### src/rtl/lx32_isa_pkg.sv
// rtl/lx32_isa_pkg.sv - RV32I opcode set, encoder request struct and immediate range limits
package lx32_isa_pkg;

  typedef enum logic [6:0] {
    OP_LOAD   = 7'h03,
    OP_IMM    = 7'h13,
    OP_AUIPC  = 7'h17,
    OP_STORE  = 7'h23,
    OP_OP     = 7'h33,
    OP_LUI    = 7'h37,
    OP_BRANCH = 7'h63,
    OP_JALR   = 7'h67,
    OP_JAL    = 7'h6F
  } opcode_t;

  typedef enum logic [1:0] {
    BUF_EMPTY = 2'd0,
    BUF_ONE   = 2'd1,
    BUF_FULL  = 2'd2
  } buf_state_t;

  typedef struct packed {
    opcode_t     opcode;
    logic [4:0]  rd;
    logic [4:0]  rs1;
    logic [4:0]  rs2;
    logic [2:0]  funct3;
    logic [6:0]  funct7;
    logic [31:0] imm;
  } enc_req_t;

  localparam logic [31:0] INSTR_NOP = 32'h0000_0013;

  localparam int IMM_I_MIN = -2048;
  localparam int IMM_I_MAX = 2047;
  localparam int IMM_B_MIN = -4096;
  localparam int IMM_B_MAX = 4094;
  localparam int IMM_J_MIN = -1048576;
  localparam int IMM_J_MAX = 1048574;

  function automatic logic imm_in_range(input logic [31:0] v, input int lo, input int hi);
    return ($signed(v) >= lo) && ($signed(v) <= hi);
  endfunction

endpackage

### src/rtl/instr_enc_comb.sv
// rtl/instr_enc_comb.sv - combinational RV32I field packer: enc_req_t -> {instr, err}
// Optional immediate range/alignment flagging enabled by LX32_IMM_RANGE_CHK_EN.
module instr_enc_comb
  import lx32_isa_pkg::*;
(
  input  enc_req_t    req_i,
  output logic [31:0] instr_o,
  output logic        err_o
);

  logic        undef_op;
  logic [31:0] imm;

  assign imm = req_i.imm;

  always_comb begin
    instr_o  = INSTR_NOP;
    undef_op = 1'b0;
    case (req_i.opcode)
      OP_OP:
        instr_o = {req_i.funct7, req_i.rs2, req_i.rs1, req_i.funct3, req_i.rd, req_i.opcode};
      OP_IMM, OP_LOAD, OP_JALR:
        instr_o = {imm[11:0], req_i.rs1, req_i.funct3, req_i.rd, req_i.opcode};
      OP_STORE:
        instr_o = {imm[11:5], req_i.rs2, req_i.rs1, req_i.funct3, imm[4:0], req_i.opcode};
      OP_BRANCH:
        instr_o = {imm[12], imm[10:5], req_i.rs2, req_i.rs1, req_i.funct3,
                   imm[4:1], imm[11], req_i.opcode};
      OP_LUI, OP_AUIPC:
        instr_o = {imm[31:12], req_i.rd, req_i.opcode};
      OP_JAL:
        instr_o = {imm[20], imm[10:1], imm[11], imm[19:12], req_i.rd, req_i.opcode};
      default: begin
        instr_o  = INSTR_NOP;
        undef_op = 1'b1;
      end
    endcase
  end

`ifdef LX32_IMM_RANGE_CHK_EN
  logic range_err;

  // Word is still emitted with truncated fields; only the flag reports the loss.
  always_comb begin
    range_err = 1'b0;
    case (req_i.opcode)
      OP_IMM, OP_LOAD, OP_JALR, OP_STORE:
        range_err = !imm_in_range(imm, IMM_I_MIN, IMM_I_MAX);
      OP_BRANCH:
        range_err = !imm_in_range(imm, IMM_B_MIN, IMM_B_MAX) || imm[0];
      OP_JAL:
        range_err = !imm_in_range(imm, IMM_J_MIN, IMM_J_MAX) || imm[0];
      OP_LUI, OP_AUIPC:
        range_err = |imm[11:0];
      default:
        range_err = 1'b0;
    endcase
  end

  assign err_o = undef_op | range_err;
`else
  assign err_o = undef_op;
`endif

endmodule

### src/rtl/instr_encoder.sv
// rtl/instr_encoder.sv - streaming RV32I instruction encoder with 2-entry output buffer
// Range checking follows LX32_IMM_RANGE_CHK_EN inside instr_enc_comb.
module instr_encoder
  import lx32_isa_pkg::*;
#(
  parameter int ERR_CNT_W = 16
) (
  input  logic                 clk,
  input  logic                 rst_n,
  input  logic                 in_valid,
  output logic                 in_ready,
  input  logic [6:0]           in_opcode,
  input  logic [4:0]           in_rd,
  input  logic [4:0]           in_rs1,
  input  logic [4:0]           in_rs2,
  input  logic [2:0]           in_funct3,
  input  logic [6:0]           in_funct7,
  input  logic [31:0]          in_imm,
  output logic                 out_valid,
  input  logic                 out_ready,
  output logic [31:0]          out_instr,
  output logic                 out_err,
  output logic [ERR_CNT_W-1:0] err_cnt
);

  enc_req_t    req;
  logic [31:0] enc_instr;
  logic        enc_err;
  logic        push;
  logic        pop;

  buf_state_t           state_q, state_d;
  logic [31:0]          head_instr_q, head_instr_d;
  logic                 head_err_q, head_err_d;
  logic [31:0]          tail_instr_q, tail_instr_d;
  logic                 tail_err_q, tail_err_d;
  logic [ERR_CNT_W-1:0] err_cnt_q, err_cnt_d;

  assign req = '{
    opcode: opcode_t'(in_opcode),
    rd:     in_rd,
    rs1:    in_rs1,
    rs2:    in_rs2,
    funct3: in_funct3,
    funct7: in_funct7,
    imm:    in_imm
  };

  instr_enc_comb u_enc (
    .req_i   (req),
    .instr_o (enc_instr),
    .err_o   (enc_err)
  );

  assign in_ready  = (state_q != BUF_FULL);
  assign out_valid = (state_q != BUF_EMPTY);
  assign out_instr = head_instr_q;
  assign out_err   = head_err_q;
  assign err_cnt   = err_cnt_q;

  assign push = in_valid && in_ready;
  assign pop  = out_valid && out_ready;

  // Head slot always drives the outputs; tail only holds the second entry while FULL.
  always_comb begin
    state_d      = state_q;
    head_instr_d = head_instr_q;
    head_err_d   = head_err_q;
    tail_instr_d = tail_instr_q;
    tail_err_d   = tail_err_q;
    case (state_q)
      BUF_EMPTY: begin
        if (push) begin
          head_instr_d = enc_instr;
          head_err_d   = enc_err;
          state_d      = BUF_ONE;
        end
      end
      BUF_ONE: begin
        if (push && pop) begin
          head_instr_d = enc_instr;
          head_err_d   = enc_err;
        end else if (push) begin
          tail_instr_d = enc_instr;
          tail_err_d   = enc_err;
          state_d      = BUF_FULL;
        end else if (pop) begin
          state_d      = BUF_EMPTY;
        end
      end
      BUF_FULL: begin
        if (pop) begin
          head_instr_d = tail_instr_q;
          head_err_d   = tail_err_q;
          state_d      = BUF_ONE;
        end
      end
      default: state_d = BUF_EMPTY;
    endcase
  end

  always_comb begin
    err_cnt_d = err_cnt_q;
    if (push && enc_err && (err_cnt_q != {ERR_CNT_W{1'b1}})) begin
      err_cnt_d = err_cnt_q + ERR_CNT_W'(1);
    end
  end

  always_ff @(posedge clk or negedge rst_n) begin
    if (!rst_n) begin
      state_q      <= BUF_EMPTY;
      head_instr_q <= '0;
      head_err_q   <= 1'b0;
      tail_instr_q <= '0;
      tail_err_q   <= 1'b0;
      err_cnt_q    <= '0;
    end else begin
      state_q      <= state_d;
      head_instr_q <= head_instr_d;
      head_err_q   <= head_err_d;
      tail_instr_q <= tail_instr_d;
      tail_err_q   <= tail_err_d;
      err_cnt_q    <= err_cnt_d;
    end
  end

endmodule

### config.mk
export PLATFORM = sky130hd
export DESIGN_NAME = instr_encoder
export DESIGN_NICKNAME = d
export VERILOG_FILES = /design/src/rtl/lx32_isa_pkg.sv /design/src/rtl/instr_enc_comb.sv /design/src/rtl/instr_encoder.sv
export SDC_FILE = /design/constraint.sdc
export NUM_CORES = 1
export LEC_CHECK = 0
export ABC_AREA = 1
export BUFFER_PORTS_ARGS = -buffer_cell sky130_fd_sc_hd__buf_2
export CORE_UTILIZATION = 50
export DETAILED_ROUTE_END_ITERATION = 10
export GPL_TIMING_DRIVEN = 0
export PLACE_DENSITY = 0.77
export SYNTH_ARGS = -nofsm -noshare
export SYNTH_HDL_FRONTEND = slang
export SYNTH_HIERARCHICAL = 1
export SYNTH_SLANG_ARGS = --single-unit
### constraint.sdc
create_clock -name clk -period 1.8 [get_ports clk]
set_clock_uncertainty 0.1 [all_clocks]
set_input_delay 0.09 -clock clk [delete_from_list [all_inputs] [get_ports clk]]
set_output_delay 0.09 -clock clk [all_outputs]
set_load 0.02 [all_outputs]
==> results_dict.tcl <==
set metrics [dict create \
    via_per_inst 5.21 \
    tritoncts_num_sinks 84 \
    critical_path.cell_chain "ha_2, nand3_2, nor2_4, nand2_4, nand2_4, buf_6, nand2_1, nand2_1" \
    effective_utilization_at_floorplan_pct 51.8 \
    grt_first_pass_wirelength_um 23700 \
    worst_ep_arrival_time_ns 1.86 \
    worstHoldPathType "input pin to register" \
    floorplan.io_pins 119 \
    post-layout-total-power_mw 7.22 \
    max-vdd-ir-drop_mv 0.542 \
    std_cell_rows 37 \
    detailed_place_hpwl_um 10900 \
    timing.final.ws_setup_ns 0.131 \
    syn-mean-instance-area_um2 6.60 \
    final_min_period_over_clock_period_pct 92.7 \
    hold_viol_final 0 \
    drt_first_iter_violations 351 \
    via_count_of_the_first_global_routing_pass 4981 \
    clk_pin_slew_worst_paths_ns 0.08 \
    finalNetCount 1014 \
    drc 0 \
    worstSetupEndpointType "register" \
    netlist_instances 809 \
    routed-via-count 5655 \
    clock_tree_from_tritoncts "done" \
    grt_use_total_pct 26.7 \
    clock_tree.root_cell "sky130_fd_sc_hd__clkbuf_8" \
    cp_data_required_time_ns 1.99 \
    grt_setup_unrepaired "false" \
    post_syn_area_mm2 0.00534 \
    stdcell_count 1086 \
    cts_htree_levels 3 \
    synth_largest_type_area_fraction_pct 39.3 \
    timing.critical_path.from_type "register" \
    power.density_cell_area_mw_per_mm2 1130 \
    multi_input_comb_area_mm2 0.00271 \
    finalMaxSlewViolations 0 \
    ys_top_cells_by_area "sky130_fd_sc_hd__dfrtp_1, sky130_fd_sc_hd__nand2_1, sky130_fd_sc_hd__nand3_1" \
    min_period_ns 1.67 \
    n_antenna_cell 0 \
    share_of_final_layout_standard_cells_stronger_than_drive_strength_1_pct 20.8 \
    finalWeightedCongestion 0.902 \
    antenna_violating_nets_post_route 0 \
    die_height_um 105 \
    slowest_cell_on_crit_path "sky130_fd_sc_hd__dfrtp_1" \
    critical_path_class "register to register" \
    die_width_um 105 \
    routedWlPerCell_um 13.1 \
    areaGrowthSynthToFinish_pct 20.1 \
    post_synth_num_cell_types 29 \
    cts_made_buffers 9 \
    largest_net_degree_at_the_start_of_global_routing 51 \
    synth-seq-area-share_pct 39.3 \
    placed_cells_incl_taps 1065 \
    grt_overflow 0 \
    post-place-ws_ns -0.314 \
    number_of_setup_violations_in_the_final_report 0 \
    worst_path_largest_cell_delay_ns 0.42 \
    mostFrequentLayoutCell "sky130_fd_sc_hd__nand2_1" \
    design.core.area_mm2 0.0103 \
    worst-path-max-fanout 10 \
    cts-root-to-sink-buffers 2 \
    clock_latency_ns 0.36 \
    drt-pass1-iter-count 5 \
    final-seq-area_mm2 0.00210 \
    antenna_found_initial 0 \
    static_leakage_nw 3.79 \
    run_status "completed" \
    layout.cells.most_common_list "sky130_fd_sc_hd__nand2_1, sky130_fd_sc_hd__buf_2, sky130_fd_sc_hd__nand3_1" \
    synth_largest_area_cell "sky130_fd_sc_hd__dfrtp_1" \
    drt_wl_total_um 14300 \
    utilization_pct 62.2 \
    hold-worst-slack_ns 0.0616 \
    ys_warn_count 6 \
    fp.dieArea_mm2 0.0111 \
    numPortBuffers 118 \
    num-fill-cells 1005 \
    achievable-frequency_mhz 599 \
    synth_seq_cells 84 \
    max-cap-violations 0 \
]
[state kept, by name, summed over array words and instances (netlist names)]
name / count
err_cnt: 16
tail_instr_q: 32
state_q: 2
out_instr: 32
out_err: 1
tail_err_q: 1
[Yosys cell counts]
cell / number
sky130_fd_sc_hd__nand2_1: 262
sky130_fd_sc_hd__nand3_1: 120
sky130_fd_sc_hd__nor2_1: 91
sky130_fd_sc_hd__dfrtp_1: 84
sky130_fd_sc_hd__inv_1: 70
sky130_fd_sc_hd__o21ai_0: 49
sky130_fd_sc_hd__a21oi_1: 46
sky130_fd_sc_hd__buf_2: 25
sky130_fd_sc_hd__buf_6: 8
sky130_fd_sc_hd__nand4_1: 7
sky130_fd_sc_hd__clkbuf_1: 6
sky130_fd_sc_hd__inv_2: 5
sky130_fd_sc_hd__buf_4: 4
sky130_fd_sc_hd__nand2_2: 4
sky130_fd_sc_hd__nand3b_1: 4
sky130_fd_sc_hd__nor2_2: 4
sky130_fd_sc_hd__nand2_4: 3
sky130_fd_sc_hd__xnor2_1: 3
sky130_fd_sc_hd__nor2_4: 2
sky130_fd_sc_hd__o22ai_1: 2
sky130_fd_sc_hd__xor2_1: 2
sky130_fd_sc_hd__and2_1: 1
sky130_fd_sc_hd__clkbuf_2: 1
sky130_fd_sc_hd__conb_1: 1
sky130_fd_sc_hd__ha_1: 1
sky130_fd_sc_hd__nand3_2: 1
sky130_fd_sc_hd__nor3_1: 1
sky130_fd_sc_hd__o21ai_1: 1
sky130_fd_sc_hd__or2_1: 1
[metrics by stage]
step | instance area (um^2) | setup TNS, ns
after detailed placement | 6140 | -4.06
after global placement | 6110 | -18.11
after global routing | 6420 | 0
after floorplan | 5350 | 0
after CTS | 6380 | 0
final | 6420 | 0
[power by group]
part / leakage [nW] / internal (mW) / total [mW] / switching, mW
clock network: 0.110 / 0.756 / 1.42 / 0.669
logic: 2.62 / 0.979 / 2.88 / 1.90
registers: 1.07 / 2.58 / 2.92 / 0.338
[final timing paths]
kind	startpoint	endpoint	slack (ns)	depth (start not counted)
min reg2reg	out_instr[2]	out_instr[2]	0.37	2
max in group asynchronous	rst_n	err_cnt[0]	0.85	3
max reg2reg	err_cnt[1]	err_cnt[1]	0.13	8
max	err_cnt[1]	err_cnt[1]	0.13	8
min	in_funct3[1]	tail_instr_q[13]	0.06	5
min in group asynchronous	rst_n	tail_instr_q[3]	0.13	2
[per-layer routing]
| metal | up-vias | wire [um] | global-route usage [%] |
|---|---|---|---|
| li1 | 2837 | - | - |
| met1 | 2591 | 6710 | 37.6 |
| met2 | 209 | 6380 | 43.2 |
| met3 | 18 | 973 | 4.02 |
| met4 | 0 | 206 | 6.74 |
| met5 | - | 0 | 0 |
[logic make-up after synthesis]
logic type      Yosys count  share of synthesized area [%]
compound gates           98                           9.23
xor+xnor                  5                          0.820
fa+ha+maj                 1                          0.234
buf+inv                 119                           10.4
flops                    84                           39.3
other cells               1                         0.0702
simple gates            501                           39.9
[what timing repair did]
item | 4_1_cts | 5_1_grt
gates resized for setup | 0 | 6
endpoints found under the hold margin | 36 | 0
hold buffers | 3 | 0
setup buffers | 0 | 3
setup endpoints to repair | 0 | 14
[final cells by class]
class	count	area share [%]
multi-input cells	607	42.2
flip-flops and latches	84	32.8
repair buffers	125	10.5
inverters	75	4.39
plain buffers	43	4.21
well taps	136	2.65
clock buffers	13	2.63
clock inverters	3	0.683
[critical path, delay by kind of cell (launching register included)]
kind                     cells  cell delay (ns)
buffers and inverters        1             0.14
AND/OR/NAND/NOR              6             0.68
flip-flops                   1             0.42
adder cells (fa/ha/maj)      1             0.26
No activity file was read; power rests on OpenSTA's default activity.
